$ cat src/rtl/fetch_stage.sv
`default_nettype none
// ============================================================================
// Module      : fetch_stage
// Description : RV32I instruction fetch; owns the PC, drives the instruction
//               memory address and captures the IF/ID pipeline register.
// Revision    : 1.0 - initial release
// ============================================================================
module fetch_stage #(
   parameter logic [31:0] RESET_PC  = 32'h0000_0000,
   parameter logic [31:0] NOP_INSTR = 32'h0000_0013
) (
   input  logic        clk,
   input  logic        reset,
   input  logic        stall,
   input  logic        redirect_valid,
   input  logic [31:0] redirect_target,
   output logic [31:0] inst_addr,
   input  logic [31:0] instruction,
   output logic        if_id_valid,
   output logic [31:0] if_id_pc,
   output logic [31:0] if_id_pc_plus4,
   output logic [31:0] if_id_instr,
   output logic [31:0] fetch_count
);

   localparam logic [31:0] c_pc_step = 32'd4;

   logic [31:0] r_pc;
   logic        r_valid;
   logic [31:0] r_if_pc;
   logic [31:0] r_if_pc_plus4;
   logic [31:0] r_instr;
   logic [31:0] r_count;
   logic [31:0] w_pc_next_seq;

   assign w_pc_next_seq = r_pc + c_pc_step;

   // Priority: reset > redirect > stall > advance
   always_ff @(posedge clk) begin
      if (reset) begin
         r_pc          <= RESET_PC;
         r_valid       <= 1'b0;
         r_instr       <= NOP_INSTR;
         r_if_pc       <= 32'd0;
         r_if_pc_plus4 <= 32'd0;
         r_count       <= 32'd0;
      end else if (redirect_valid) begin
         // Wrong-path instruction at r_pc is dropped; IF/ID pc fields hold
         r_pc    <= {redirect_target[31:2], 2'b00};
         r_valid <= 1'b0;
         r_instr <= NOP_INSTR;
      end else if (!stall) begin
         r_pc          <= w_pc_next_seq;
         r_if_pc       <= r_pc;
         r_if_pc_plus4 <= w_pc_next_seq;
         r_instr       <= instruction;
         r_valid       <= 1'b1;
         r_count       <= r_count + 32'd1;
      end
   end

   assign inst_addr      = r_pc;
   assign if_id_valid    = r_valid;
   assign if_id_pc       = r_if_pc;
   assign if_id_pc_plus4 = r_if_pc_plus4;
   assign if_id_instr    = r_instr;
   assign fetch_count    = r_count;

endmodule
`default_nettype wire

$ cat config.mk
export PLATFORM = sky130hd
export DESIGN_NAME = fetch_stage
export DESIGN_NICKNAME = d
export VERILOG_FILES = /design/src/rtl/fetch_stage.sv
export SDC_FILE = /design/constraint.sdc
export NUM_CORES = 1
export LEC_CHECK = 0
export ABC_AREA = 1
export CAP_MARGIN = 20
export CORE_ASPECT_RATIO = 1.4
export CORE_MARGIN = 10
export CORE_UTILIZATION = 51
export CTS_BUF_LIST = sky130_fd_sc_hd__clkbuf_4
export CTS_CLUSTER_DIAMETER = 30
export CTS_CLUSTER_SIZE = 14
export DETAILED_ROUTE_END_ITERATION = 6
export PLACE_DENSITY = 0.87
export SYNTH_ARGS = -nofsm -noshare
export SYNTH_HDL_FRONTEND = slang
export SYNTH_SLANG_ARGS = --single-unit
$ cat constraint.sdc
create_clock -name clk -period 3.1 [get_ports clk]
set_input_delay 0.62 -clock clk [delete_from_list [all_inputs] [get_ports clk]]
set_output_delay 0.62 -clock clk [all_outputs]
set_load 0.03 [all_outputs]
==> flow_metrics.py <==
metrics = {
    "detailed_routing": {
        "drt_iter0_drc": 681,
        "antenna_left": 0,
        "drt_pass1_iterations": 5,
        "wl_met2_um": 11700,
        "wl_met1_um": 8580,
        "met3_length_um": 2150,
        "wl_per_cell_um": 16.1,
        "viasPerCell": 5.16,
        "dr.max_layer_used": "met5",
        "num_vias": 7368,
        "drc": 0,
        "route.final.wire_length_um": 23000,
    },
    "setup_path": {
        "cp.arrival_ns": 1.85,
        "worstPathMaxFanout": 9,
        "startpoint": "inst_addr[4]",
        "r2r_start": "inst_addr[3]",
        "cp_top_family": "buffers and inverters",
        "path_cells": "clkdlybuf4s50_1",
        "cp.depth": 1,
        "reg2reg_to": "inst_addr[16]",
        "cp_slowest_stage_delay_ns": 0.77,
        "end_kind": "primary output",
        "required_ns": 2.48,
        "critPathSlowestCell": "clkdlybuf4s50_1",
        "worstSetupPathType": "reg2out",
        "reg2regPathDepth": 7,
        "crit_buf_inv": 1,
        "startpoint_type": "flip-flop",
        "crit_end": "inst_addr[4]",
        "r2r_setup_slack_ns": 1.14,
    },
    "clocking": {
        "cts_tree": "yes",
        "cts_root_buf": "clkbuf_4",
        "htreeDepth": 4,
        "clockBufferDepth": 2,
        "path_clk_slew_ns": 0.12,
        "cts_resized": 0,
        "hold_buffers": 0,
        "clock_latency_ns": 0.56,
        "clock-sinks": 155,
        "post_cts_buffers": 0,
        "cts_buffers": 17,
    },
    "synthesis": {
        "ys_types": 38,
        "yosysTopAreaCell": "dfxtp_1",
        "synth_area_mm2": 0.00701,
        "yosysSeqAreaShare_pct": 44.3,
        "avgSynthCellArea_um2": 6.79,
        "synth_seq_cells": 155,
        "synthesis.instances": 1032,
        "yosysWarnings": 0,
        "synthTopCellsByArea": "dfxtp_1 (44%), nand2_1 (17%), a21oi_1 (8.9%), nor2_1 (6.2%), o21ai_0 (5.0%)",
        "synth.top_cell.area_share_pct": 44.3,
    },
    "placed_design": {
        "place_ws_ns": 0.479,
        "numPlacedInstances": 1396,
        "gp_congestion": 0.950,
        "dp_hpwl_um": 17400,
        "placed_area_mm2": 0.00930,
        "io_buffers": 220,
    },
    "global_routing": {
        "gr-total-overflow": 0,
        "grt_max_degree": 76,
        "grt_pass1_vias": 7138,
        "grt_pass1_wl_um": 37100,
        "antenna_found_initial": 3,
        "grt_usage_pct": 23.8,
    },
    "power": {
        "power.density_mw_per_mm2": 419,
        "p_int_mw": 2.82,
        "sequentialPowerShare_pct": 53.2,
        "irDropWorstVdd_uv": 325,
        "p_switching_mw": 1.19,
        "p_clk_share_pct": 30.8,
        "p_leak_nw": 3.45,
        "combPwrFrac_pct": 16.1,
        "netSwitchingFraction_pct": 29.8,
    },
    "die": {
        "die_w_um": 119,
        "num_rows": 50,
        "die_h_um": 159,
        "ios": 229,
        "die-area_mm2": 0.0189,
        "core-area_mm2": 0.0135,
        "start_util_pct": 52.1,
    },
    "final_layout": {
        "instances_no_fill": 1429,
        "area_growth_syn_to_layout_pct": 36.7,
        "postLayoutCellArea_mm2": 0.00958,
        "nets": 1303,
        "post-route-util_pct": 71.2,
        "drive_above_1_share_pct": 5.94,
    },
    "timing": {
        "timing.final.max_slew_violations": 0,
        "fin_ws_ns": 0.627,
        "rsz0062_at_grt": "false",
        "clock_skew_ns": 0.0147,
        "max_freq_mhz": 404,
        "hold_violations": 0,
        "period_share_pct": 79.8,
        "period_needed_ns": 2.47,
        "tns_ns": 0,
        "finalSetupViolations": 0,
        "max_slew_margin_pct": 35.9,
        "max_slew.worst_pin.slew_ns": 0.960,
    },
    "run_status": {
        "status": "complete, no violations",
    },
    "min_path": {
        "hold_class": "in2reg",
    },
    "flow_run": {
        "max_cap_violations": 0,
    },
}
==> metal layers <==
metal / vias to the layer above / track usage, %
li1: 3678 / -
met1: 3362 / 25.6
met2: 288 / 40.7
met3: 38 / 9.36
met4: 2 / 8.85
met5: - / 0
==> sequential cells by signal, indices dropped and copies added, names as in the netlist <==
register        count
if_id_pc           30
if_id_valid         1
if_id_pc_plus4     30
if_id_instr        32
fetch_count        32
inst_addr          30
==> per-stage QoR <==
| stage | total power [mW] | hold WS (ns) |
|---|---|---|
| after floorplan | 2.52 | 0.580 |
| after global placement | 2.81 | 0.442 |
| after detailed placement | 2.82 | 0.452 |
| after CTS | 4.04 | 0.280 |
| after global routing | 4.18 | 0.277 |
| final | 4.01 | 0.317 |
==> cells in the mapped netlist, drive strengths merged <==
| cell | n |
|---|---|
| nand3 | 41 |
| nand4 | 4 |
| buf | 18 |
| clkbuf | 33 |
| a21oi | 124 |
| or2 | 1 |
| nor2 | 137 |
| xnor2 | 3 |
| a22o | 2 |
| inv | 90 |
| o21ai | 70 |
| and2 | 1 |
| ha | 2 |
| and3 | 1 |
| nand3b | 1 |
| nand2 | 321 |
| conb | 1 |
| o21bai | 1 |
| nor3 | 8 |
| nor3b | 2 |
| xor2 | 6 |
| dfxtp | 155 |
| a31oi | 9 |
| nor4 | 1 |
==> kinds of logic (layout without fill, tap and decap cells) <==
logic type | count (synthesis) | count (layout) | synth area share, %
and+or+nand+nor | 518 | 518 | 31.0
AOI/OAI and AO/OA | 206 | 206 | 15.0
DFF | 155 | 155 | 44.3
buffers and inverters | 141 | 350 | 8.19
xor gates and xnor gates | 9 | 9 | 1.12
adders and majority gates | 2 | 2 | 0.357
other | 1 | 7 | 0.0535
==> cell usage in the layout (no fill, tap or decap), drive strengths merged, types with 2 or more instances in the layout <==
cell type,instances
clkinvlp,3
bufinv,2
conb,6
xnor2,3
inv,94
dfxtp,155
o21ai,70
buf,9
nor2,137
a21oi,124
clkbuf,18
nor3,8
nor3b,2
ha,2
a31oi,9
nand3,41
xor2,6
clkdlybuf4s50,219
nand2,321
a22o,2
nand4,4
clkinv,5
==> layout make-up <==
type,count,area [um^2]
diodes,1,2.50
multi-input cells,741,3350
repair buffers,228,2270
clock buffers,18,135
well taps,182,228
fillers,1130,3870
inverters,90,340
flip-flops and latches,155,3100
clock inverters,14,144
==> worst min-delay path by stage <==
stage                                from              end  slack, ns  cells after the start
after floorplan           if_id_instr[31]  if_id_instr[31]       0.58                      2
after global placement    if_id_instr[31]  if_id_instr[31]       0.44                      2
after detailed placement  if_id_instr[31]  if_id_instr[31]       0.45                      2
after CTS                           reset   fetch_count[7]       0.28                      2
after global routing                reset   fetch_count[7]       0.28                      2
final                               reset   fetch_count[7]       0.32                      2
==> power groups by stage <==
stage	sequential (mW)	combinational (mW)	clock, mW
after floorplan	2.31	0.214	0
final	2.13	0.644	1.23
after detailed placement	2.17	0.645	0
after CTS	2.13	0.648	1.26
after global routing	2.14	0.693	1.34
after global placement	2.17	0.636	0
Note: power is estimated with default switching activity, not from simulation.
==> variant, RTL diff (same settings) <==
Add an input register stage for `redirect_target`; this delays it by one clock. The other inputs are not delayed to match.
--- a/src/rtl/fetch_stage.sv
+++ b/src/rtl/fetch_stage.sv
@@ -25,6 +25,12 @@
 
    localparam logic [31:0] c_pc_step = 32'd4;
 
+   logic [31:0] redirect_target_q;
+
+   always_ff @(posedge clk) begin
+      redirect_target_q <= redirect_target;
+   end
+
    logic [31:0] r_pc;
    logic        r_valid;
    logic [31:0] r_if_pc;
@@ -46,7 +52,7 @@
          r_count       <= 32'd0;
       end else if (redirect_valid) begin
          // Wrong-path instruction at r_pc is dropped; IF/ID pc fields hold
-         r_pc    <= {redirect_target[31:2], 2'b00};
+         r_pc    <= {redirect_target_q[31:2], 2'b00};
          r_valid <= 1'b0;
          r_instr <= NOP_INSTR;
       end else if (!stall) begin
Formal check against the unedited RTL: not equivalent (Yosys sat finds a counterexample within 4 cycles, from zero or initial values and one cycle with reset high).
==> variant against the unedited design <==
Register-to-register slack better by 0.10 ns; critical path depth unchanged; via count up 2.5%; cell area is 7.0% higher; routed wire length increased by 5.0%; first-iteration DRC count fell by 25%; hold slack better by 0.087 ns; highest routed layer is now met4; sequential power rose by 20%; power increased by 14%; sequential cell count grew 30; synthesized area grew 8.8%; setup slack lost 0.046 ns; largest power group unchanged.
==> variant: results (changes against the unedited design) <==
[logic_synthesis]
ys_warn_count = 0  ; unchanged
ys_async_sr_fraction_pct = 0  ; unchanged
synthMuxAreaShare_pct = 0  ; unchanged
synthTopCellsByArea = dfxtp_1 49%, nand2_1 15%, a21oi_1 7.5%
synth_seq_area_share_pct = 48.58  ; +4.3 points
synth_flop_cell = dfxtp_1
synth_fa_ha_area_share_pct = 0.3282  ; -0.029 points
synthXorXnorAreaFrac_pct = 1.494  ; +0.37 points
synth.distinct_cells = 40  ; +5.3%
synth_commonest_cells = 301 x nand2_1, 185 x dfxtp_1, 123 x nor2_1, 115 x a21oi_1, 75 x inv_1
synth_compound_area_share_pct = 13.70  ; -1.3 points

[clocking]
clkSlewWorstSetupHoldPaths_ns = 0.16  ; +0.04 ns
clockRootBuffer = clkbuf_4
cts_buffers = 17  ; unchanged
cts-resized-gates = 0  ; unchanged
cts_setup_buffers = 0  ; unchanged

[placed_design]
pre_cts_ws_ns = 0.6207  ; +0.1415 ns
io_buffers = 220  ; unchanged
placed_area_mm2 = 0.009947  ; +7.0%
place_hpwl_um = 18450  ; +6.2%
place_congestion = 0.9628  ; +1.3%

[power_and_ir_drop]
leakage_nw = 3.762  ; +8.9%
internal_power_mw = 3.250  ; +15%
ir_drop_v = 0.0003100  ; -4.7%

[sta]
fin_worst_skew_ns = 0.02088  ; +0.006160 ns
max_slew_margin_pct = 46.98  ; +11 points

[status]
status = completed

[worst_setup_path]
cp_max_fo = 7  ; -2
slowest_stage = clkdlybuf4s50_1
arrival_ns = 1.90  ; +0.05 ns

[global_route]
grt_first_pass_wirelength_um = 37040  ; about the same
grt_pass1_vias = 7320  ; +2.5%
antenna_found_initial = 1  ; -2
grt_start_max_net_pins = 74  ; -2.6%
grt_usage_pct = 23.16  ; -0.61 points

[detailed_routing]
drt_iter0_drc = 509  ; -25%
drt_first_pass_iters = 7  ; +2
routed_wl_um = 24190  ; +5.0%
viasPerCell = 5.214  ; +1.1%

[hold_path]
hp-class = input pin to register

[cells_and_area]
drive_gt1_share_pct = 6.518  ; +0.58 points
nets = 1315  ; +0.92%

variant: changes by cell type after synthesis, sizes merged, moves of 5 or more:
cell / change
a21oi: -9
a22o: +5
buf: +9
clkbuf: -11
dfxtp: +30
inv: -12
nand2: -12
nor2: +7
o21ai: -5
variant: cell families (layout without fill, tap and decap cells):
family | after synthesis | after routing
DFF | 185 | 185
xor gates and xnor gates | 13 | 13
adders and majority gates | 2 | 2
other | 1 | 7
and+or+nand+nor | 512 | 512
AOI/OAI and AO/OA | 199 | 199
buffers and inverters | 127 | 341
variant: layer usage:
layer | wire length, um | vias to the layer above | GRT usage (%)
li1 | - | 3726 | -
met1 | 8594 | 3475 | 23.64
met2 | 12220 | 308 | 40.73
met3 | 2607 | 41 | 9.398
met4 | 764 | 0 | 9.607
met5 | 0 | - | 0
variant: area by class of cell:
cell class / count / area (um^2)
flip-flops and latches: 185 / 3704
clock buffers: 18 / 135.1
inverters: 78 / 295.3
multi-input cells: 732 / 3407
clock inverters: 14 / 162.7
diodes: 1 / 2.502
well taps: 189 / 236.5
fillers: 1175 / 4327
repair buffers: 231 / 2305
variant: per-stage QoR:
step           hold WS, ns  cells
2_1_floorplan       0.4518   1044
3_3_place_gp        0.4410   1415
3_5_place_dp        0.4562   1415
4_1_cts             0.3480   1447
5_1_grt             0.3623   1448
6_report            0.4042   1448
variant: final timing paths:
| path | start | end | slack, ns | depth (start not counted) |
|---|---|---|---|---|
| worst min register to register | if_id_pc_plus4[3] | if_id_pc_plus4[3] | 0.47 | 2 |
| worst max-delay path | inst_addr[14] | inst_addr[14] | 0.58 | 1 |
| worst min-delay path | reset | if_id_instr[1] | 0.40 | 3 |
| worst max register to register | inst_addr[3] | inst_addr[14] | 1.24 | 8 |
variant: power groups by stage:
stage	Clock, mW	Sequential (mW)	Combinational [mW]
after detailed placement	0	2.60	0.656
final	1.38	2.55	0.656
after global routing	1.49	2.56	0.704
after global placement	0	2.60	0.645
after floorplan	0	2.73	0.218
after CTS	1.41	2.55	0.660
